==> src/rtl/dp_sequencer_pkg.sv <==
// Shared constants and types for the datapath sequencer: opcodes, one-hot
// ALU operations, FSM states and decoded instruction classes.
package dp_sequencer_pkg;

  localparam logic [5:0] OPC_NOP  = 6'h00;
  localparam logic [5:0] OPC_ALU  = 6'h01;
  localparam logic [5:0] OPC_ADDI = 6'h02;
  localparam logic [5:0] OPC_LDW  = 6'h03;
  localparam logic [5:0] OPC_STW  = 6'h04;

  // One-hot ALU operations; bit position equals the R-type funct code.
  localparam logic [13:0] ALU_ADD   = 14'h0001;
  localparam logic [13:0] ALU_SUB   = 14'h0002;
  localparam logic [13:0] ALU_AND   = 14'h0004;
  localparam logic [13:0] ALU_OR    = 14'h0008;
  localparam logic [13:0] ALU_XOR   = 14'h0010;
  localparam logic [13:0] ALU_NOR   = 14'h0020;
  localparam logic [13:0] ALU_SLL   = 14'h0040;
  localparam logic [13:0] ALU_SRL   = 14'h0080;
  localparam logic [13:0] ALU_SRA   = 14'h0100;
  localparam logic [13:0] ALU_SLT   = 14'h0200;
  localparam logic [13:0] ALU_SLTU  = 14'h0400;
  localparam logic [13:0] ALU_LUI   = 14'h0800;
  localparam logic [13:0] ALU_PASSA = 14'h1000;
  localparam logic [13:0] ALU_PASSB = 14'h2000;

  // Highest funct code that maps to a defined ALU operation.
  localparam logic [3:0] FUNCT_MAX = 4'd13;

  localparam logic [31:0] INSTR_NOP = '0;

  typedef enum logic [1:0] {
    ST_IDLE,
    ST_EXEC,
    ST_MEM,
    ST_WB
  } state_e;

  typedef enum logic [2:0] {
    CLS_NOP,
    CLS_ALU,
    CLS_ADDI,
    CLS_LDW,
    CLS_STW,
    CLS_ILL
  } cls_e;

  function automatic logic [31:0] sext16(input logic [15:0] v);
    return {{16{v[15]}}, v};
  endfunction

endpackage

==> src/rtl/dp_sequencer_decoder.sv <==
// Combinational instruction decoder: splits the instruction word into
// datapath controls and classifies it for the sequencer FSM.
module dp_decoder
  import dp_sequencer_pkg::*;
(
  input  logic [31:0] instr_i,
  output logic [13:0] op_o,
  output logic [4:0]  addr_a_o,
  output logic [4:0]  addr_b_o,
  output logic [4:0]  addr_d_o,
  output logic [31:0] immed_o,
  output logic        y_sel_o,
  output cls_e        cls_o,
  output logic        illegal_o
);

  logic [5:0] opc;
  logic [3:0] funct;

  assign opc      = instr_i[31:26];
  assign funct    = instr_i[3:0];
  assign addr_d_o = instr_i[25:21];
  assign addr_a_o = instr_i[20:16];
  assign addr_b_o = instr_i[15:11];
  assign immed_o  = sext16(instr_i[15:0]);

  // Opcode/funct classification and ALU operation selection.
  always_comb begin
    op_o      = '0;
    y_sel_o   = 1'b0;
    cls_o     = CLS_ILL;
    case (opc)
      OPC_NOP:  cls_o = CLS_NOP;
      OPC_ALU: begin
        if (funct <= FUNCT_MAX) begin
          op_o    = ALU_ADD << funct;
          y_sel_o = 1'b1;
          cls_o   = CLS_ALU;
        end
      end
      OPC_ADDI: begin
        op_o  = ALU_ADD;
        cls_o = CLS_ADDI;
      end
      OPC_LDW: begin
        op_o  = ALU_ADD;
        cls_o = CLS_LDW;
      end
      OPC_STW: begin
        op_o  = ALU_ADD;
        cls_o = CLS_STW;
      end
      default: cls_o = CLS_ILL;
    endcase
    illegal_o = (cls_o == CLS_ILL);
  end

endmodule

==> src/rtl/dp_sequencer.sv <==
// Multi-cycle control unit: accepts one instruction from fetch, sequences
// EXEC / MEM / WB and drives the register-file/ALU datapath controls.
module dp_sequencer
  import dp_sequencer_pkg::*;
#(
  parameter int unsigned MEM_TIMEOUT = 255
) (
  input  logic        clk,
  input  logic        reset,
  input  logic        instr_valid,
  input  logic [31:0] instr,
  output logic        instr_ready,
  output logic [13:0] dp_op,
  output logic [4:0]  dp_addr_a,
  output logic [4:0]  dp_addr_b,
  output logic [4:0]  dp_addr_d,
  output logic [31:0] dp_immed,
  output logic        dp_y_sel,
  output logic        dp_write,
  output logic        dp_wb_sel,
  output logic        mem_req,
  output logic        mem_we,
  input  logic        mem_ack,
  output logic        busy,
  output logic        err
);

  localparam int unsigned CW = (MEM_TIMEOUT < 2) ? 1 : $clog2(MEM_TIMEOUT);
  localparam logic [CW-1:0] TO_LAST = CW'((MEM_TIMEOUT == 0) ? 0 : MEM_TIMEOUT - 1);

  state_e        state_q, state_d;
  logic [31:0]   instr_q, instr_d;
  logic [CW-1:0] tcnt_q, tcnt_d;
  logic          err_q, err_d;

  cls_e dec_cls;
  logic dec_illegal;

  dp_decoder u_dec (
    .instr_i   (instr_q),
    .op_o      (dp_op),
    .addr_a_o  (dp_addr_a),
    .addr_b_o  (dp_addr_b),
    .addr_d_o  (dp_addr_d),
    .immed_o   (dp_immed),
    .y_sel_o   (dp_y_sel),
    .cls_o     (dec_cls),
    .illegal_o (dec_illegal)
  );

  assign instr_ready = (state_q == ST_IDLE);
  assign busy        = (state_q != ST_IDLE);
  assign err         = err_q;

  // State, latched instruction, timeout counter and registered error pulse.
  always_ff @(posedge clk) begin
    if (reset) begin
      state_q <= ST_IDLE;
      instr_q <= INSTR_NOP;
      tcnt_q  <= '0;
      err_q   <= 1'b0;
    end else begin
      state_q <= state_d;
      instr_q <= instr_d;
      tcnt_q  <= tcnt_d;
      err_q   <= err_d;
    end
  end

  // Next-state logic and per-state memory/writeback controls.
  always_comb begin
    state_d   = state_q;
    instr_d   = instr_q;
    tcnt_d    = tcnt_q;
    err_d     = 1'b0;
    mem_req   = 1'b0;
    mem_we    = 1'b0;
    dp_write  = 1'b0;
    dp_wb_sel = 1'b0;
    case (state_q)
      ST_IDLE: begin
        if (instr_valid) begin
          instr_d = instr;
          state_d = ST_EXEC;
        end
      end
      ST_EXEC: begin
        tcnt_d = '0;
        if (dec_illegal) begin
          err_d   = 1'b1;
          state_d = ST_IDLE;
        end else begin
          case (dec_cls)
            CLS_ALU, CLS_ADDI: state_d = ST_WB;
            CLS_LDW, CLS_STW:  state_d = ST_MEM;
            default:           state_d = ST_IDLE;
          endcase
        end
      end
      ST_MEM: begin
        mem_req = 1'b1;
        mem_we  = (dec_cls == CLS_STW);
        if (mem_ack) begin
          tcnt_d  = '0;
          state_d = (dec_cls == CLS_LDW) ? ST_WB : ST_IDLE;
        end else if ((MEM_TIMEOUT != 0) && (tcnt_q == TO_LAST)) begin
          tcnt_d  = '0;
          err_d   = 1'b1;
          state_d = ST_IDLE;
        end else begin
          tcnt_d = tcnt_q + CW'(1);
        end
      end
      ST_WB: begin
        // r0 is hard-wired: the WB cycle still happens, only the strobe is masked.
        dp_write  = (dp_addr_d != 5'd0);
        dp_wb_sel = (dec_cls == CLS_LDW);
        state_d   = ST_IDLE;
      end
      default: state_d = ST_IDLE;
    endcase
  end

endmodule

==> config.mk <==
export PLATFORM = sky130hd
export DESIGN_NAME = dp_sequencer
export DESIGN_NICKNAME = d
export VERILOG_FILES = /design/src/rtl/dp_sequencer_pkg.sv /design/src/rtl/dp_sequencer_decoder.sv /design/src/rtl/dp_sequencer.sv
export SDC_FILE = /design/constraint.sdc
export NUM_CORES = 1
export LEC_CHECK = 0
export CAP_MARGIN = 20
export CORE_MARGIN = 5
export CORE_UTILIZATION = 40
export CTS_CLUSTER_DIAMETER = 80
export DETAILED_ROUTE_END_ITERATION = 6
export PLACE_DENSITY = 0.79
export SLEW_MARGIN = 5
export SYNTH_ARGS = -nofsm -noshare
export SYNTH_HDL_FRONTEND = slang
export SYNTH_SLANG_ARGS = --single-unit
==> constraint.sdc <==
create_clock -name clk -period 1.9 [get_ports clk]
set_input_delay 0.38 -clock clk [delete_from_list [all_inputs] [get_ports clk]]
set_output_delay 0.38 -clock clk [all_outputs]
set_load 0.02 [all_outputs]
======== After elaboration in Yosys (flattened, before gate mapping) ========
Cells that the tools add are included.
storage, ports and cells
  memories ................................ 0
  memory bits (read-only) ................. 0
  logic and storage cells ................. 56
  output and inout bits ................... 69
  flip-flop bits (word level) ............. 43
  input port bits ......................... 36
  memory bits (writable) .................. 0
  bits in latches ......................... 0
cells by class
  add/subtract/negate cells ............... 1
  equal/unequal tests ..................... 15
  $mul .................................... 0
  shift-type cells ........................ 1
  magnitude comparators ................... 1
  muxes and demuxes ....................... 24
  bitwise operators ....................... 0
  reductions and logical operators ........ 10
  divide/modulo/power cells ............... 0
operators by type and width
  cell                                                  count
  one-hot mux 14 bit (2 select lines)                   1
  two-way mux 8 bit                                     2
  one-hot mux 8 bit (2 select lines)                    1
  one-hot mux 3 bit (5 select lines)                    1
  two-way mux 14 bit                                    1
  << shifter 1 x 4 -> 14 bit (first input constant)     1
  equality test 6 x 2 -> 1 bit (second input constant)  2
  two-way mux 2 bit                                     5
  two-way mux 1 bit                                     9
  adder 8 x 1 -> 8 bit (second input constant)          1
  equality test 8 bit (second input constant)           1
  one-hot mux 2 bit (4 select lines)                    1
  equality test 3 x 2 -> 1 bit (second input constant)  2
  equality test 3 bit (second input constant)           2
  equality test 6 x 1 -> 1 bit (second input constant)  1
  equality test 6 x 3 -> 1 bit (second input constant)  1
  logical NOT 6 bit                                     1
  nonzero test 5 bit                                    1
  equality test 2 bit (second input constant)           2
  <= comparator 4 bit (second input constant)           1
  one-hot mux 2 bit (2 select lines)                    1
  AND reduction 2 bit                                   2
  nonzero test 2 bit                                    2
  OR reduction 2 bit                                    2
  other kinds (8)                                       8

======== Depth between registers and ports, before layout ========
  depth after elaboration ................. 8
  mapped depth ............................ 7
  gate-level depth less buffers ........... 6

======== Modules after synthesis ========
From an unflattened synthesis, not the netlist that was laid out.
unflattened totals
  cells, all modules ...................... 299
  area, all modules ....................... 2,318.5 um2
modules (own cells, without submodules)
  module        area each (um2)  seq. area each (um2)  instances  cells each
  dp_sequencer  1,761.7          860.8                 1          214
  dp_decoder    556.8            0.0                   1          85

======== Worst setup path after synthesis ========
OpenSTA, ideal clock, no wires.
  path type ............................... register to output
  start ................................... register instr_q[31]
  end ..................................... output dp_op[1]
  path slack .............................. -128 ps
  stages on the path, launching flop included .. 5
  data arrival time ....................... 1,648 ps
  cells stage by stage .................... dfxtp_1 or3_4 buf_6 or3_4 nor4_2
on the way
  cells in the longest elaborated chain, start to end .. 3
ends and longest elaborated chain
  element                                                                       RTL line                    source
  start, declared                                                               dp_sequencer.sv:32          logic [31:0] instr_q, instr_d;
  start signal, assigned                                                        dp_sequencer.sv:64          instr_q <= instr_d;
  equality test 6 x 2 -> 1 bit or equality test 6 x 3 -> 1 bit (tied branches)  dp_sequencer_decoder.sv:32  case (opc)
  OR reduction 3 bit (no line)                                                  --
  one-hot mux 14 bit (2 select lines) *                                         dp_sequencer_decoder.sv:32
  end, declared                                                                 dp_sequencer.sv:13          output logic [13:0] dp_op,
Every way passes the cells marked *; elsewhere a longest branch is shown, timed or not.

======== Worst setup path after layout ========
  start ................................... register instr_q[30]
  end ..................................... output dp_op[1]
The elaborated chain is that of the path after synthesis.

==> run metrics <==
flop and latch count out of synthesis 43; Lkg Pwr 1.39 nW; max cap viols 0; # rows 27; CTS buffer count 5; register area 861 µm²; unrepaired setup endpoints after global routing true; Max Slew Vio Count 0; worst r2r src state_q[0]$_SDFFE_PP0P_; Final Hold Fails 0; Synth Area in Adders 0.0322; Die X 86.4 µm; Bufs on Longest Clock Path 2; Iter 0 DRT Violations 85; Worst setup EP type output port; CTS tree done; outcome complete, but fails checks; Detail Placement HPWL 4.61 mm; DRC viols 0; Slew HR 0.717; clk slew on worst S/H paths 0.08 ns; library cells used by synthesis 37; design area 0.00333 mm²; worst setup margin -0.229 ns; drt total wl 6.01 mm; clk sinks 43; pin count of the biggest net entering global routing 22; clk root buf clkbuf_8; Cell Pwr Density 669 mW/mm²; fin crit share 1.12; skew final 0.00348 ns; HP Class flip-flop to flip-flop; cts hold-fix bufs 0; area of the multi-input gates 0.00108 mm²; failing checks setup timing; synthesized area per cell 7.65 µm²; Max VDD drop 0.000551 V; Die ar. 0.00746 mm²; minimum clock period 2.13 ns; synthesized area 0.00233 mm²; first-pass GRT wire length 9.58 mm; GR met1 Demand/Resource 0.174; Synth area leaders dfxtp_1 37%, buf_4 15%, nand2_1 11%, a21oi_1 7.5%, nor2_1 3.9%; crit path max fanout 3; routability-driven placement congestion ratio 0.838; Antenna Violating Nets Remaining 0; initial antenna violation count 0; yosys warns 0; Filler Cell Count 520; Port Buffers 104; die height 86.4 µm; largest family of logic cells by synthesized area simple AND/OR/NAND/NOR gates; pre-CTS setup slack -0.458 ns; WP data required 1.52 ns; crit path launch instr_q[30]$_SDFFE_PP0P_; final layout net count 417; Finished Layout Cells 447; Fin Hold WS 0.457 ns; final setup fails 15; vias 2130; area post-placement 0.00325 mm²; IO Pins 105; EDFF count, synth 0; Gate Count Post-Synth 305; Worst Path Arrival 1.75 ns; diode count 0; Synth Area in Compound Gates 0.119; reg2reg setup slack 0.23 ns; Fmax achieved 0.470 GHz; Syn-to-layout area delta 42.7%; layout cell share with drive strength beyond 1 0.165; multiplexer share of the synthesized area 0; XOR/XNOR Fraction of Synth Area 0.0263; First-pass DRT Iterations 4; total global routing overflow 0; Core Box Area 0.00557 mm²; R2R cell count 7; largest area contributor in the netlist dfxtp_1; Startpoint Class flip-flop; DP Cell Count 439; vias in the first global route 2071; worst reg2reg path endpoint tcnt_q[4]$_SDFFE_PP0P_; Overall Power 0.00223 W; simple-gate share of the synthesized area 0.259; vias per inst 4.77; met2 Track Usage GR 0.287; top cells by count, synth 71 x nand2_1, 47 x buf_4, 43 x dfxtp_1; actual slew at the worst max-slew pin 0.422 ns; sequential-to-total area share from yosys stat 0.369; Post-synth top flop dfxtp_1; Mapped Nets 347; H-tree levels 2; area share of the largest cell type after synthesis 0.369; met3 Resource Use GR 0.0561; crit path to dp_op[1]; GR Util All Layers 0.157; WL/cell 13.4 µm; Skew-Pair Late Insertion Delay 0.28 ns; global route hottest layer met2; WS Path Type flip-flop to output port; Async S/R FF share, synth 0; Initial Util 0.418; count leader, synth nand2_1
[state kept, by name, indices dropped and copies added (netlist names)]
signal and cells:
err 1, tcnt_q 8, state_q 2, instr_q 32
[worst min-delay path by stage]
stage / depth (start not counted) / start / endpoint / slack [ns]
detailed placement: 2 / instr_q[7]$_SDFFE_PP0P_ / instr_q[7]$_SDFFE_PP0P_ / 0.45
global route: 2 / instr_q[16]$_SDFFE_PP0P_ / instr_q[16]$_SDFFE_PP0P_ / 0.48
floorplan: 2 / instr_q[30]$_SDFFE_PP0P_ / instr_q[30]$_SDFFE_PP0P_ / 0.44
global placement: 2 / instr_q[6]$_SDFFE_PP0P_ / instr_q[6]$_SDFFE_PP0P_ / 0.44
finish: 2 / instr_q[18]$_SDFFE_PP0P_ / instr_q[18]$_SDFFE_PP0P_ / 0.46
CTS: 2 / instr_q[4]$_SDFFE_PP0P_ / instr_q[4]$_SDFFE_PP0P_ / 0.46
[area by class of cell]
| cell class | instances | share of cell area |
|---|---|---|
| Clock inverter | 1 | 0.00150 |
| Tap cell | 72 | 0.0271 |
| Multi-Input combinational cell | 191 | 0.325 |
| Inverter | 6 | 0.00677 |
| Clock buffer | 6 | 0.0248 |
| Timing Repair Buffer | 128 | 0.356 |
| Sequential cell | 43 | 0.259 |
[placed cells by master (no fill, tap or decap), types with 4 or more instances in the layout]
cell type,n
inv_1,6
dfxtp_1,43
dlygate4sd2_1,4
nand2_1,71
ha_1,6
xor2_1,4
nand4_1,5
nand2b_1,4
buf_4,37
a21oi_1,35
nor2_1,22
dlymetal6s2s_1,6
clkbuf_8,6
clkdlybuf4s50_1,76
[critical path: stages (launching register included)]
cell and delay, ns:
dfxtp_1 0.32, or3_4 0.41, or3_4 0.43, nor4_4 0.14
buf_4 0.17
[per-stage QoR]
step / TNS [ns] / utilization
after floorplan: -0.0370 / -
after global placement: -4.89 / 0.582
after detailed placement: -5.45 / 0.582
after CTS: -2.20 / 0.590
after global routing: -3.38 / 0.597
final: -2.07 / 0.597
[repair_timing]
action                                  in CTS  in global routing
gates resized for setup                     94                 12
endpoints found under the setup margin      21                 25
pin swaps                                   10                  5
setup buffers                                0                  1
[kinds of logic (layout without fill, tap and decap cells)]
family          Yosys count  after routing
compound gates           48             48
xor+xnor                  7              7
simple gates            130            130
buf+inv                  71            141
flops                    43             43
fa+ha+maj                 6              6
[layer usage]
layer | wire, µm | part of all wire
met3 | 552 | 0.092
met2 | 2870 | 0.48
met4 | 44 | 0.0073
met5 | 0 | 0
met1 | 2540 | 0.42
[power breakdown]
part,switching (W),leakage [nW],total (W),internal (W)
Sequential,0.0000343,0.352,0.000990,0.000956
Combinational,0.000347,0.986,0.000660,0.000313
Clock,0.000290,0.0470,0.000575,0.000285
Power figures use the tool's default switching activity.
==> variant 1, RTL diff (config.mk and constraints unchanged) <==
Remove the register `err_q`: a continuous assignment takes its place, so the output `err` follows one clock earlier.
--- a/src/rtl/dp_sequencer.sv
+++ b/src/rtl/dp_sequencer.sv
@@ -60,3 +60,2 @@
       tcnt_q  <= '0;
-      err_q   <= 1'b0;
     end else begin
@@ -65,5 +64,6 @@
       tcnt_q  <= tcnt_d;
-      err_q   <= err_d;
     end
   end
+
+  assign err_q = err_d;
 
Function: changed (a bounded check fails within 4 cycles, from zero or initial values and one cycle with reset high).
==> variant 1 against the original RTL <==
The flow still finishes with violations (setup timing). Total power is 17% higher. Count of clock-buffer cells in the layout did not move. Worst setup slack worse by 0.39 ns. Register-to-register slack improved by 0.15 ns. Utilization is 5.5 points higher. Sequential power shrank 0.7%. Wire length is 3.4% higher. Area after synthesis fell by 2.6%. Clock power is 52% higher. Via count grew 2.4%. Cell area grew 8.0%. Sequential share of layout area shrank 2.2 points. Sequential cell count decreased by 1. Largest cell class unchanged. Largest power group unchanged.
==> variant 1: results (changes against the original RTL) <==
- The peak supply drop is 0.000371 V (was 0.000551 V).
- The average via count per standard cell is 4.71 (was 4.77).
- The final HPWL from detailed placement was 4.60 mm (was 4.61 mm).
- The net count of the finished layout is 432 (was 417).
- Most frequent cells after synthesis: sky130_fd_sc_hd__nand2_1, sky130_fd_sc_hd__buf_4, sky130_fd_sc_hd__dfxtp_1 (unchanged).
- The hold path startpoint is instr_q[8]$_SDFFE_PP0P_ (was instr_q[18]$_SDFFE_PP0P_).
- The worst setup slack after layout was -0.615 ns (was -0.229 ns).
- The maximum fanout along the worst path is 5 (was 3).
- The worst hold-check slack is 0.451 ns (was 0.457 ns).
- The static leakage came to 1.45 nW (was 1.39 nW).
- The weighted congestion reported at the end of routability-driven placement was 0.791 (was 0.838).
- Outcome: finished with violations (unchanged).
- The data arrival time of the critical path is 2.13 ns (was 1.75 ns).
- The number of inserted filler cells in the final layout is 478 (was 520).
- The final-report setup violation count was 15 (unchanged).
- Top cells by area in the synthesized netlist: sky130_fd_sc_hd__dfxtp_1, sky130_fd_sc_hd__buf_4, sky130_fd_sc_hd__nand2_1, sky130_fd_sc_hd__a21oi_1, sky130_fd_sc_hd__nor2_1 (unchanged).
- The remaining max-slew budget at the tightest pin was 75.1% (was 71.7%).
- The number of design-rule violations left by the first detailed-router iteration came to 155 (was 85).
- The sum of routed wire length over all layers came to 6.21 mm (was 6.01 mm).
- The setup slack at placement was -0.747 ns (was -0.458 ns).
- The endpoint of the most critical setup path is dp_op[8] (was dp_op[1]).
- Failing checks: setup timing (unchanged).
- The post-route setup TNS was -7.13 ns (was -2.07 ns).
- The launching element of the worst setup path is instr_q[31]$_SDFFE_PP0P_ (was instr_q[30]$_SDFFE_PP0P_).
- The via count of the first global-routing pass is 2089 (was 2071).
- The detailed-route wire length on metal 1 is 2.47 mm (was 2.54 mm).
- The hold-critical path endpoint is instr_q[8]$_SDFFE_PP0P_ (was instr_q[18]$_SDFFE_PP0P_).
- The post-synthesis net count was 340 (was 347).
- The worst reg-to-reg path cell count was 5 (was 7).
- The all-layer global routing usage is 16.7% (was 15.7%).
## variant 1: routing by layer
layer / up-vias / global-route usage (%)
li1: 1112 / -
met1: 999 / 18.6
met2: 61 / 30.4
met3: 10 / 4.17
met4: 0 / 6.47
met5: - / 0
## variant 1: power breakdown
part           total [W]  leakage (nW)  switching (W)  internal, W
clock           0.000872        0.0714       0.000311     0.000560
sequential      0.000983         0.347      0.0000425     0.000941
combinational   0.000738          1.03       0.000365     0.000373
total            0.00259          1.45       0.000719      0.00187
## variant 1: final cells by class
cell class / instances / area (um2) / share of cell area (%)
Multi-Input combinational cell: 191 / 1120 / 31.1
Clock inverter: 2 / 60.1 / 1.67
Tap cell: 72 / 90.1 / 2.51
Clock buffer: 6 / 82.6 / 2.30
Timing Repair Buffer: 146 / 1380 / 38.3
Sequential cell: 42 / 851 / 23.7
Inverter: 4 / 15.0 / 0.418
## variant 1: critical path, cell delays in order (launching register included)
cell,delay (ns)
sky130_fd_sc_hd__dfxtp_2,0.33
sky130_fd_sc_hd__or3_4,0.38
sky130_fd_sc_hd__or3_4,0.40
sky130_fd_sc_hd__or3b_4,0.45
sky130_fd_sc_hd__nor3_4,0.15
sky130_fd_sc_hd__buf_6,0.14
## variant 1: logic make-up after synthesis
group,after synthesis
adders and majority gates,6
DFF,42
xor gates and xnor gates,7
buffers and inverters,65
and+or+nand+nor,128
AOI/OAI and AO/OA,50
## variant 1: metrics by stage
step	utilization (%)	cells
after global placement	61.0	453
after detailed placement	61.0	453
after floorplan	-	298
final	65.3	463
after CTS	64.2	462
after global routing	65.3	463
## variant 1: repair_timing
action / 4_1_cts / 5_1_grt
setup buffers: 1 / 1
gates resized for setup: 123 / 15
setup endpoints to repair: 40 / 40
pin swaps: 7 / 5
endpoints found under the hold margin: 0 / 0
==> variant 2, RTL diff (same flow settings) <==
Made on the original files. Set the parameter `MEM_TIMEOUT` to 510 (it was 255).
--- a/src/rtl/dp_sequencer.sv
+++ b/src/rtl/dp_sequencer.sv
@@ -5,3 +5,3 @@
 #(
-  parameter int unsigned MEM_TIMEOUT = 255
+  parameter int unsigned MEM_TIMEOUT = 510
 ) (
Check against the original RTL: same outputs for any inputs over 10 cycles, from zero or initial values and one cycle with reset high; that may be too few to reach the edited logic, so the function may still have changed.
==> variant 2 against the original RTL <==
Utilization increased by 3.6 points. Area after synthesis about the same. Worst setup slack got worse by 0.26 ns. Final cell count increased by 2.5%. Total power rose by 9.0%. Wire length grew 6.5%. Count of clock-buffer cells in the layout stayed put. Die area about the same. Cell area is 6.1% higher. Combinational power up 5.2%. Largest cell class unchanged. Register-to-register slack worse by 0.19 ns. The run still ends with setup timing left. Sequential cell count increased by 1.
==> variant 2: results (changes against the original RTL) <==
- The setup slack at placement was -0.665 ns (was -0.458 ns).
- The post-route cell area was 0.00353 mm2 (was 0.00333 mm2).
- The post-CTS setup buffer count was 9 (was 0).
- The multi-input combinational area share is 31.7% (was 32.5%).
- The combinational power is 0.000694 W (was 0.000660 W).
- The setup slack of the most critical reg-to-reg path is 0.04 ns (was 0.23 ns).
- The worst clock skew on the final layout is 0.00450 ns (was 0.00348 ns).
- The number of sequential cells is 44 (was 43).
- The capture point of the worst reg-to-reg path is state_q[0]$_SDFFE_PP0P_ (was tcnt_q[4]$_SDFFE_PP0P_).
- The area taken by flip-flops and latches was 887 um2 (was 861 um2).
- The xor and xnor fraction of the mapped netlist area is 3.01% (was 2.63%).
- The number of instances in the synthesized netlist is 306 (was 305).
- The instance count after placement with tap cells included is 441 (was 439).
- The number of inserted filler cells in the final layout is 474 (was 520).
- The post-synthesis compound-gate area fraction came to 11.5% (was 11.9%).
- Largest registers: instr_q (32), tcnt_q (9), state_q (2) (was instr_q (32), tcnt_q (8), state_q (2)).
- The hold path startpoint is instr_q[6]$_SDFFE_PP0P_ (was instr_q[18]$_SDFFE_PP0P_).
- The portion of the layout cell area used by clock cells is 3.05% (was 2.63%).
- The remaining max-slew budget at the tightest pin came to 79.7% (was 71.7%).
- The fraction of final layout cells sized beyond drive strength 1 is 21.0% (was 16.5%).
- The net count of the finished layout was 427 (was 417).
- The final cell count without fillers is 458 (was 447).
- The global-route wire length before repair was 9.89 mm (was 9.58 mm).
- The static leakage is 1.43 nW (was 1.39 nW).
- The part of the Yosys area used for sequential elements is 37.8% (was 36.9%).
- The part of the total power dissipated in combinational logic is 28.6% (was 29.7%).
- The worst setup slack after layout was -0.486 ns (was -0.229 ns).
- The worst reg-to-reg path cell count is 6 (was 7).
- The proportion of final cell area spent on non-clock buffers came to 36.9% (was 35.6%).
- The final-report setup violation count came to 16 (was 15).
- The cell area reported after detailed placement is 0.00326 mm2 (was 0.00325 mm2).
- The post-synthesis adder-cell area fraction is 3.22% (about the same).
- The post-synthesis net count is 348 (was 347).
- The die area is 0.00745 mm2 (was 0.00746 mm2).
- The via count of the first global-routing pass is 2092 (was 2071).
- The all-layer global routing usage was 16.4% (was 15.7%).
- The number of combinational gates with multiple inputs is 192 (was 191).
- Failing checks: setup timing (unchanged).
- The weighted congestion reported at the end of routability-driven placement is 0.796 (was 0.838).
- Outcome: finished with violations (unchanged).
- The hold-critical path endpoint is instr_q[6]$_SDFFE_PP0P_ (was instr_q[18]$_SDFFE_PP0P_).
-- variant 2: cell types whose count changed after synthesis, moves of 2 or more --
| cell | change |
|---|---|
| sky130_fd_sc_hd__and3_1 | +2 |
| sky130_fd_sc_hd__nand3_1 | +2 |
| sky130_fd_sc_hd__nand4_1 | -2 |
| sky130_fd_sc_hd__nor3_1 | +3 |
| sky130_fd_sc_hd__nor4_2 | -3 |
| sky130_fd_sc_hd__o21a_1 | -2 |
| sky130_fd_sc_hd__or3_4 | -2 |
-- variant 2: kinds of logic after synthesis --
group                      after synthesis
buffers and inverters                   70
DFF                                     44
AOI/OAI and AO/OA                       47
xor gates and xnor gates                 8
adders and majority gates                6
and+or+nand+nor                        131
-- variant 2: layer usage --
metal  wire length (um)  vias up  GRT usage, %
met3                531        6          4.85
met5                  0        -             0
li1                   -     1111             -
met4                 49        0          3.82
met1               2620     1008          18.6
met2               3200       85          30.1
